[src/rtl/vga_pixel_sink.sv]
// VGA pixel-write sink: range check, FIFO, frame-buffer writer, clear sweep.
// Define PIXEL_STATS_EN to build the written/dropped statistics counters.
module vga_pixel_sink #(
  parameter int FIFO_DEPTH = 8,
  parameter int SCR_W      = 160,
  parameter int SCR_H      = 120
) (
  input  logic        clk,
  input  logic        resetn,
  input  logic        pix_we,
  input  logic [8:0]  pix_colour,
  input  logic [14:0] pix_coord,
  input  logic        clear_req,
  input  logic [8:0]  clear_colour,
  output logic [14:0] fb_addr,
  output logic [8:0]  fb_data,
  output logic        fb_wren,
  output logic        fifo_full,
  output logic        overflow,
  output logic        clear_busy,
  output logic        clear_done,
  output logic [15:0] stat_written,
  output logic [15:0] stat_dropped
);

  localparam int AW = $clog2(FIFO_DEPTH);
  localparam logic [AW:0] FULL_CNT = (AW+1)'(FIFO_DEPTH);
  localparam logic [7:0] W8 = 8'(SCR_W);
  localparam logic [6:0] H7 = 7'(SCR_H);
  localparam logic [14:0] FB_LAST = 15'(SCR_W*SCR_H-1);

  typedef enum logic [1:0] {
    IDLE,
    DRAIN,
    CLEAR,
    DONE
  } state_t;

  state_t state;

  logic [23:0]   mem [FIFO_DEPTH];
  logic [AW-1:0] wr_ptr;
  logic [AW-1:0] rd_ptr;
  logic [AW:0]   count;

  logic [7:0]  px;
  logic [6:0]  py;
  logic [14:0] pix_addr;
  logic        in_range;
  logic        empty;
  logic        start_clr;
  logic        pop;
  logic        push;
  logic        ov_drop;

  logic [14:0] clr_addr;
  logic [8:0]  clr_colour;

  assign px = pix_coord[14:7];
  assign py = pix_coord[6:0];
  assign in_range = (px < W8) && (py < H7);
  // y*160 + x as y*128 + y*32 + x
  assign pix_addr = {1'b0, py, 7'b0}
                  + {3'b0, py, 5'b0}
                  + {7'b0, px};

  assign empty = (count == '0);
  assign fifo_full = (count == FULL_CNT);
  assign start_clr = clear_req
                  && (state == IDLE || state == DRAIN);
  assign pop = !empty && !start_clr
            && (state == IDLE || state == DRAIN);
  // a flush or a same-cycle pop makes room in a full FIFO
  assign push = pix_we && in_range
             && (!fifo_full || pop || start_clr);
  assign ov_drop = pix_we && in_range && !push;

  always_ff @(posedge clk) begin
    if (push) mem[wr_ptr] <= {pix_addr, pix_colour};
  end

  always_ff @(posedge clk) begin
    if (!resetn) begin
      wr_ptr <= '0;
      rd_ptr <= '0;
      count  <= '0;
    end else if (start_clr) begin
      rd_ptr <= wr_ptr;
      wr_ptr <= wr_ptr + AW'(push);
      count  <= (AW+1)'(push);
    end else begin
      wr_ptr <= wr_ptr + AW'(push);
      rd_ptr <= rd_ptr + AW'(pop);
      count  <= count + (AW+1)'(push)
              - (AW+1)'(pop);
    end
  end

  always_ff @(posedge clk) begin
    if (!resetn) begin
      state      <= IDLE;
      fb_addr    <= '0;
      fb_data    <= '0;
      fb_wren    <= 1'b0;
      overflow   <= 1'b0;
      clear_busy <= 1'b0;
      clear_done <= 1'b0;
      clr_addr   <= '0;
      clr_colour <= '0;
    end else begin
      fb_wren    <= 1'b0;
      clear_done <= 1'b0;
      if (ov_drop) overflow <= 1'b1;
      if (pop) begin
        {fb_addr, fb_data} <= mem[rd_ptr];
        fb_wren <= 1'b1;
      end
      unique case (state)
        IDLE: begin
          if (start_clr) begin
            state      <= CLEAR;
            clr_colour <= clear_colour;
            clr_addr   <= '0;
            clear_busy <= 1'b1;
          end else if (!empty) begin
            state <= DRAIN;
          end
        end
        DRAIN: begin
          if (start_clr) begin
            state      <= CLEAR;
            clr_colour <= clear_colour;
            clr_addr   <= '0;
            clear_busy <= 1'b1;
          end else if (empty) begin
            state <= IDLE;
          end
        end
        CLEAR: begin
          fb_addr  <= clr_addr;
          fb_data  <= clr_colour;
          fb_wren  <= 1'b1;
          clr_addr <= clr_addr + 15'd1;
          if (clr_addr == FB_LAST) state <= DONE;
        end
        DONE: begin
          clear_done <= 1'b1;
          clear_busy <= 1'b0;
          state      <= IDLE;
        end
      endcase
    end
  end

`ifdef PIXEL_STATS_EN
  logic        range_drop;
  logic [15:0] n_written;
  logic [15:0] n_dropped;

  assign range_drop = pix_we && !in_range;

  always_ff @(posedge clk) begin
    if (!resetn) begin
      n_written <= '0;
      n_dropped <= '0;
    end else begin
      if (pop && !(&n_written))
        n_written <= n_written + 16'd1;
      if ((range_drop || ov_drop) && !(&n_dropped))
        n_dropped <= n_dropped + 16'd1;
    end
  end

  assign stat_written = n_written;
  assign stat_dropped = n_dropped;
`else
  assign stat_written = '0;
  assign stat_dropped = '0;
`endif

endmodule

[config.mk]
export PLATFORM = sky130hd
export DESIGN_NAME = vga_pixel_sink
export DESIGN_NICKNAME = d
export VERILOG_FILES = /design/src/rtl/vga_pixel_sink.sv
export SDC_FILE = /design/constraint.sdc
export NUM_CORES = 1
export LEC_CHECK = 0
export CAP_MARGIN = 20
export CORE_MARGIN = 2
export CORE_UTILIZATION = 68
export DETAILED_ROUTE_END_ITERATION = 10
export DONT_BUFFER_PORTS = 1
export GPL_TIMING_DRIVEN = 0
export PLACE_DENSITY_LB_ADDON = 0.25
export SYNTH_ARGS = -nofsm -noshare
export SYNTH_HDL_FRONTEND = slang
export SYNTH_SLANG_ARGS = --single-unit
[constraint.sdc]
create_clock -name clk -period 7.68 [get_ports clk]
set_input_delay 1.152 -clock clk [delete_from_list [all_inputs] [get_ports clk]]
set_output_delay 1.152 -clock clk [all_outputs]
set_load 0.05 [all_outputs]
==> impl_metrics.py, run 1 <==
metrics = {
    "power_and_ir_drop": {
        "switching_power_mw": 0.933,
        "pwr-share-seq_pct": 50.2,
        "power_leakage_nw": 4.14,
        "pwr-share-clk_pct": 36.2,
        "power_mw": 3.43,
        "p_int_mw": 2.49,
        "switching_share_pct": 27.2,
        "power_density_mw_per_mm2": 286,
        "peakVddDrop_mv": 0.241,
        "p_comb_share_pct": 13.6,
    },
    "synth": {
        "muxShareOfSynthArea_pct": 13.0,
        "synthFlopType": "edfxtp_1",
        "synthesis.area_mm2": 0.0107,
        "synthArstFlopShare_pct": 0,
        "synthTopCellsByCount": "192 x edfxtp_1, 64 x dfxtp_1, 49 x nor2_1",
        "synthTopCellsByArea": "edfxtp_1 54%, dfxtp_1 12%, mux4_2 7.6%",
        "synth_xor_xnor_area_share_pct": 0.740,
        "synth_edf_count": 192,
        "synthDistinctLibCells": 54,
        "yosys.area_share.adder_pct": 3.38,
        "synth_most_common_cell": "edfxtp_1",
        "yosys.area.top_type": "edfxtp_1",
        "synth_seq_cells": 256,
        "synth_top_family_by_area": "multiplexers",
        "synth_area_per_cell_um2": 15.9,
        "synth-seq-area-share_pct": 66.1,
        "synthCells": 669,
        "synth-simple-area-share_pct": 6.01,
        "yosysTopAreaCellShare_pct": 54.1,
        "ys_warn_count": 0,
        "synth_compound_area_share_pct": 6.23,
    },
    "critical_path": {
        "crit_path_start_kind": "flip-flop",
        "rr_startpoint": "count[2]",
        "cp-startpoint": "count[2]",
        "r2r_slack_ps": 4770,
        "cp.required_ps": 6530,
        "critPathKind": "flip-flop to output port",
        "crit_fanout": 3,
        "crit_path_end_kind": "output port",
        "worst_ep_arrival_time_ps": 1760,
    },
    "clock_tree": {
        "cts_setup_buffers": 0,
        "cts_made_buffers": 25,
        "htree_levels": 1,
        "path_clk_slew_ps": 60,
        "numClockSinks": 256,
        "clk_latency_ps": 530,
        "cts-root-buf": "clkbuf_16",
        "cts_tree": "done",
        "cts_hold_buf": 0,
        "clk_path_buf_depth": 3,
        "postCtsResizedCells": 0,
    },
    "placement": {
        "routabilityCongestion": 0.887,
        "place_hpwl_um": 14400,
        "io_buffers": 0,
        "dp_slack_ps": 4280,
    },
    "global_route": {
        "antenna_found_initial": 0,
        "grt_pass1_vias": 6128,
        "grt_pass1_wl_um": 35500,
        "grt_max_degree": 25,
        "grt_usage_pct": 28.8,
        "grt.overflow.total": 0,
    },
    "timing": {
        "drv_slew": 0,
        "fin_crit_ps": 2910,
        "rsz0062_at_grt": "false",
        "worst_slew_pin_slew_ps": 964,
        "skew_ps": 13.9,
        "hold_viol_final": 0,
        "slew_headroom_pct": 35.6,
        "fmax_ghz": 0.343,
        "fin_ws_ps": 4770,
        "hold_ws_ps": 461,
        "setup_viol": 0,
        "layout_worst_path_cycle_share_pct": 37.9,
        "tns_ps": 0,
    },
    "layout": {
        "multi_input_area_mm2": 0.00331,
        "seqCellArea_mm2": 0.00705,
        "antenna_cells": 0,
        "drive_gt1_share_pct": 18.6,
        "fillers": 835,
        "utilization_pct": 78.6,
        "syn_to_final_growth_pct": 12.5,
        "nNetsFinal": 797,
    },
    "detailed_routing": {
        "drcViolationCount": 0,
        "antenna_left": 0,
        "post_drt_wl_per_cell_um": 24.2,
        "drt_iter0_markers": 773,
        "first_pass_iters": 5,
        "routed_wl_um": 23300,
        "vias_per_cell": 6.44,
        "vias": 6204,
    },
    "die": {
        "io_pins": 98,
        "die_w_um": 129,
        "die_area_mm2": 0.0167,
        "die_y_um": 129,
        "core-area_mm2": 0.0153,
        "start_util_pct": 69.8,
        "fp-row-count": 45,
    },
    "hold_path": {
        "hold_path_startpoint": "clr_colour[5]",
        "min_path_type": "flip-flop to flip-flop",
    },
    "status": {
        "outcome": "finished, final reports clean",
    },
    "run": {
        "maxCapViolCount": 0,
    },
}
[final cells by class]
class,count,area share [%]
Buffer,61,3.64
Clock buffer,28,5.31
Clock inverter,18,1.58
Inverter,10,0.313
Multi-Input combinational cell,373,27.6
Sequential cell,256,58.8
Tap cell,211,2.20
Timing Repair Buffer,6,0.532
[path summary, 6_finish.rpt]
path | to | cells past startpoint
max reg2reg | count[3] | 12
min reg2reg | clr_colour[5] | 2
min | clr_colour[5] | 2
max | fifo_full | 3
[worst max-delay path, cell delays in order (launching register included)]
cell	delay, ps
dfxtp_1	290
inv_1	90
ha_1	140
nor3b_2	710
[through the flow]
stage | area, µm² | instances
final | 12000 | 963
after global routing | 12000 | 963
after CTS | 12000 | 963
after detailed placement | 11200 | 917
after global placement | 11000 | 911
after floorplan | 10800 | 700
[routing by layer]
metal  global-route usage (%)  vias to the layer above  share of wire (%)
li1                         -                     2685                  -
met1                     39.4                     3115                 39
met2                     49.2                      360                 51
met3                     4.17                       44                8.4
met4                     8.06                        0                2.0
met5                        0                        -                  0
[registers in the layout, indices dropped and copies added, names as in the netlist]
register and flops:
count 4, wr_ptr 3, fb_wren 1, fb_addr 15, clr_addr 15, rd_ptr 3, clear_done 1, state 2
overflow 1, fb_data 9, clear_busy 1, mem 192, clr_colour 9
[power groups by stage]
stage | Combinational, mW | Sequential (mW) | Clock [mW]
after detailed placement | 0.453 | 1.75 | 0
after CTS | 0.461 | 1.72 | 1.24
final | 0.465 | 1.72 | 1.24
after global routing | 0.503 | 1.73 | 1.29
after floorplan | 0.341 | 1.73 | 0
after global placement | 0.425 | 1.75 | 0
[cell usage in the layout (no fill, tap or decap), types with 7 or more instances in the layout]
master | netlist | layout
buf_2 | 8 | 8
nor2_1 | 49 | 43
edfxtp_1 | 192 | 192
nor4_1 | 7 | 7
mux4_2 | 36 | 36
mux4_1 | 12 | 12
a21oi_1 | 25 | 25
nand2_1 | 35 | 35
inv_1 | 9 | 9
xnor2_1 | 8 | 8
clkbuf_16 | 0 | 25
o21ai_0 | 12 | 12
a221o_1 | 22 | 22
conb_1 | 1 | 32
nand3_1 | 10 | 10
ha_1 | 24 | 24
buf_4 | 37 | 38
mux2i_1 | 25 | 25
clkbuf_1 | 8 | 11
dfxtp_1 | 64 | 64
[logic make-up (layout without fill, tap and decap cells)]
kind of cell | after synthesis | in the layout
XOR/XNOR | 9 | 9
AO/OA/AOI/OAI | 94 | 94
adder cells (fa/ha/maj) | 27 | 27
AND/OR/NAND/NOR | 137 | 137
other | 1 | 32
multiplexers | 74 | 74
buffers and inverters | 71 | 123
flip-flops | 256 | 256
Note: power is estimated with default switching activity, not from simulation.
==> inputs of run 2 (changes only) <==
--- a/config.mk
+++ b/config.mk
@@ -7,7 +7,7 @@
 export LEC_CHECK = 0
 export CAP_MARGIN = 20
 export CORE_MARGIN = 2
-export CORE_UTILIZATION = 68
+export CORE_UTILIZATION = 63
 export DETAILED_ROUTE_END_ITERATION = 10
 export DONT_BUFFER_PORTS = 1
 export GPL_TIMING_DRIVEN = 0
==> constraint.sdc (replaced) <==
create_clock -name clk -period 2.8 [get_ports clk]
set_input_delay 0.42 -clock clk [delete_from_list [all_inputs] [get_ports clk]]
set_output_delay 0.42 -clock clk [all_outputs]
set_load 0.05 [all_outputs]
==> run 2 against run 1 <==
  * Clock skew increased by 8.8 ps
  * Routed wire length decreased by 3.1%
  * Cell count increased by 2.5%
  * Utilization decreased by 5.2 points
  * Hold slack got worse by 440 ps
  * Critical path type is now flip-flop to flip-flop
  * Largest cell class unchanged
  * Largest power group unchanged
==> impl_metrics.py, run 2 (same netlist as run 1, synthesis figures left out) <==
metrics = {
    "status": {
        "outcome": "finished, final reports clean",
    },
    "detailed_routing": {
        "antenna_left": 0,
        "drt_iter0_markers": 443,
        "routed_wl_um": 22600,
        "drcViolationCount": 0,
        "wl_met3_um": 1930,
        "first_pass_iters": 6,
        "post_drt_wl_per_cell_um": 22.9,
        "wl_met2_um": 11100,
        "top_layer": "met4",
        "wl_met1_um": 9010,
        "vias": 6106,
        "vias_per_cell": 6.19,
    },
    "die": {
        "die_area_mm2": 0.0180,
        "start_util_pct": 64.3,
        "core-area_mm2": 0.0166,
        "die_y_um": 134,
        "fp-row-count": 47,
        "die_w_um": 134,
        "io_pins": 98,
    },
    "layout": {
        "reg_top3": "mem: 192 flops, clr_addr: 15 flops, fb_addr: 15 flops",
        "nNetsFinal": 811,
        "drive_gt1_share_pct": 19.0,
        "fin_area_mm2": 0.0122,
        "layout_commonest_cell": "edfxtp_1",
        "antenna_cells": 0,
        "largest_reg_flops": 192,
        "syn_to_final_growth_pct": 14.1,
        "final_cell_mix": "192 x edfxtp_1, 64 x dfxtp_1, 43 x nor2_1",
        "regMostFlops": "mem",
        "fillers": 1039,
    },
    "power_and_ir_drop": {
        "power_leakage_nw": 4.21,
        "pwr-share-seq_pct": 50.7,
        "p_comb_share_pct": 14.0,
        "peakVddDrop_mv": 0.507,
        "p_int_mw": 6.76,
        "switching_power_mw": 2.56,
        "power_mw": 9.32,
        "pwr-share-clk_pct": 35.3,
        "switching_share_pct": 27.5,
        "power_density_mw_per_mm2": 766,
    },
    "critical_path": {
        "critPathKind": "flip-flop to flip-flop",
        "crit_fanout": 4,
        "crit_path_end_kind": "flip-flop",
        "crit_path_start_kind": "flip-flop",
        "cp.required_ps": 3210,
        "worst_ep_arrival_time_ps": 2980,
    },
    "placement": {
        "io_buffers": 0,
        "placed_cell_area_mm2": 0.0112,
        "place_hpwl_um": 14500,
        "routabilityCongestion": 0.870,
    },
    "global_route": {
        "grt_pass1_wl_um": 34100,
        "grt_max_degree": 25,
        "antenna_found_initial": 0,
        "grt_pass1_vias": 6055,
        "grt.overflow.total": 0,
        "grt_usage_pct": 25.4,
    },
    "clock_tree": {
        "cts-root-buf": "clkbuf_16",
        "cts_made_buffers": 26,
        "clk_latency_ps": 540,
        "clk_path_buf_depth": 3,
        "numClockSinks": 256,
        "cts_tree": "done",
        "path_clk_slew_ps": 60,
        "htree_levels": 1,
    },
    "timing": {
        "fin_crit_ps": 2570,
        "layout_worst_path_cycle_share_pct": 91.6,
        "drv_slew": 0,
        "skew_ps": 22.6,
        "setup_viol": 0,
        "hold_viol_final": 0,
        "fmax_ghz": 0.390,
        "slew_headroom_pct": 37.4,
        "worst_slew_pin_slew_ps": 937,
        "rsz0062_at_grt": "false",
    },
    "run": {
        "maxCapViolCount": 0,
    },
    "hold_path": {
        "min_path_type": "primary input to flip-flop",
    },
}
==> run 2: changes by cell type in the layout (fill, tap and decap cells not counted), sizes merged <==
cell / delta
clkinv: -1
clkbuf: +7
dlygate4sd3: +14
inv: +1
bufinv: -3
clkinvlp: -2
buf: -1
==> run 2: repair_timing <==
action                                  CTS  global route
setup buffers                             0             3
endpoints found under the setup margin    3            75
endpoints found under the hold margin   112             0
hold buffers                             14             0
gates cloned                              0             0
gates resized for setup                   1             1
pin swaps                                 0             2
==> run 2: metrics by stage <==
stage	hold slack, ps	setup TNS (ps)	utilization (%)	instances	setup WS (ps)
after global placement	443	-161450	66.7	920	-980
after CTS	19.5	0	73.2	984	107
after global routing	10.9	0	73.3	987	69.8
after floorplan	437	0	-	700	141
final	22.9	0	73.3	987	234
after detailed placement	452	-223	67.3	922	-98.1
==> run 2: layer usage <==
layer / global-route usage [%] / up-vias
met2: 42.4 / 293
li1: - / 2720
met3: 5.74 / 42
met4: 8.48 / 0
met5: 0 / -
met1: 33.6 / 3051
==> run 2: area by class of cell <==
| type | instances | area [µm²] | share of cell area (%) |
|---|---|---|---|
| buffer | 61 | 437 | 3.59 |
| clock buffer | 35 | 721 | 5.93 |
| clock inverter | 13 | 104 | 0.854 |
| inverter | 10 | 37.5 | 0.309 |
| multi-input combinational | 373 | 3330 | 27.4 |
| sequential | 256 | 7050 | 57.9 |
| tap | 220 | 275 | 2.26 |
| timing repair buffer | 19 | 205 | 1.69 |
==> run 2: power groups by stage <==
stage	registers [mW]	logic [mW]	clock network, mW
floorplan	4.75	0.938	0
global route	4.74	1.41	3.48
detailed placement	4.80	1.24	0
CTS	4.72	1.29	3.32
global placement	4.78	1.19	0
finish	4.72	1.31	3.29
==> run 2: worst max-delay path, cell delays in order (launching register included) <==
cell	delay, ps
dfxtp_1	300
inv_1	100
ha_1	160
nor3b_4	540
o21ai_2	200
nand2_1	140
ha_1	230
inv_1	50
ha_1	170
fa_1	410
and3_1	160
==> run 2: path summary, 6_finish.rpt <==
path,slack [ps],cells past startpoint,start,end
hold / removal,20,2,clear_colour[7],clr_colour[7]
hold reg to reg,460,2,clr_colour[2],clr_colour[2]
setup / recovery,230,10,count[2],count[1]
setup reg to reg,230,10,count[2],count[1]
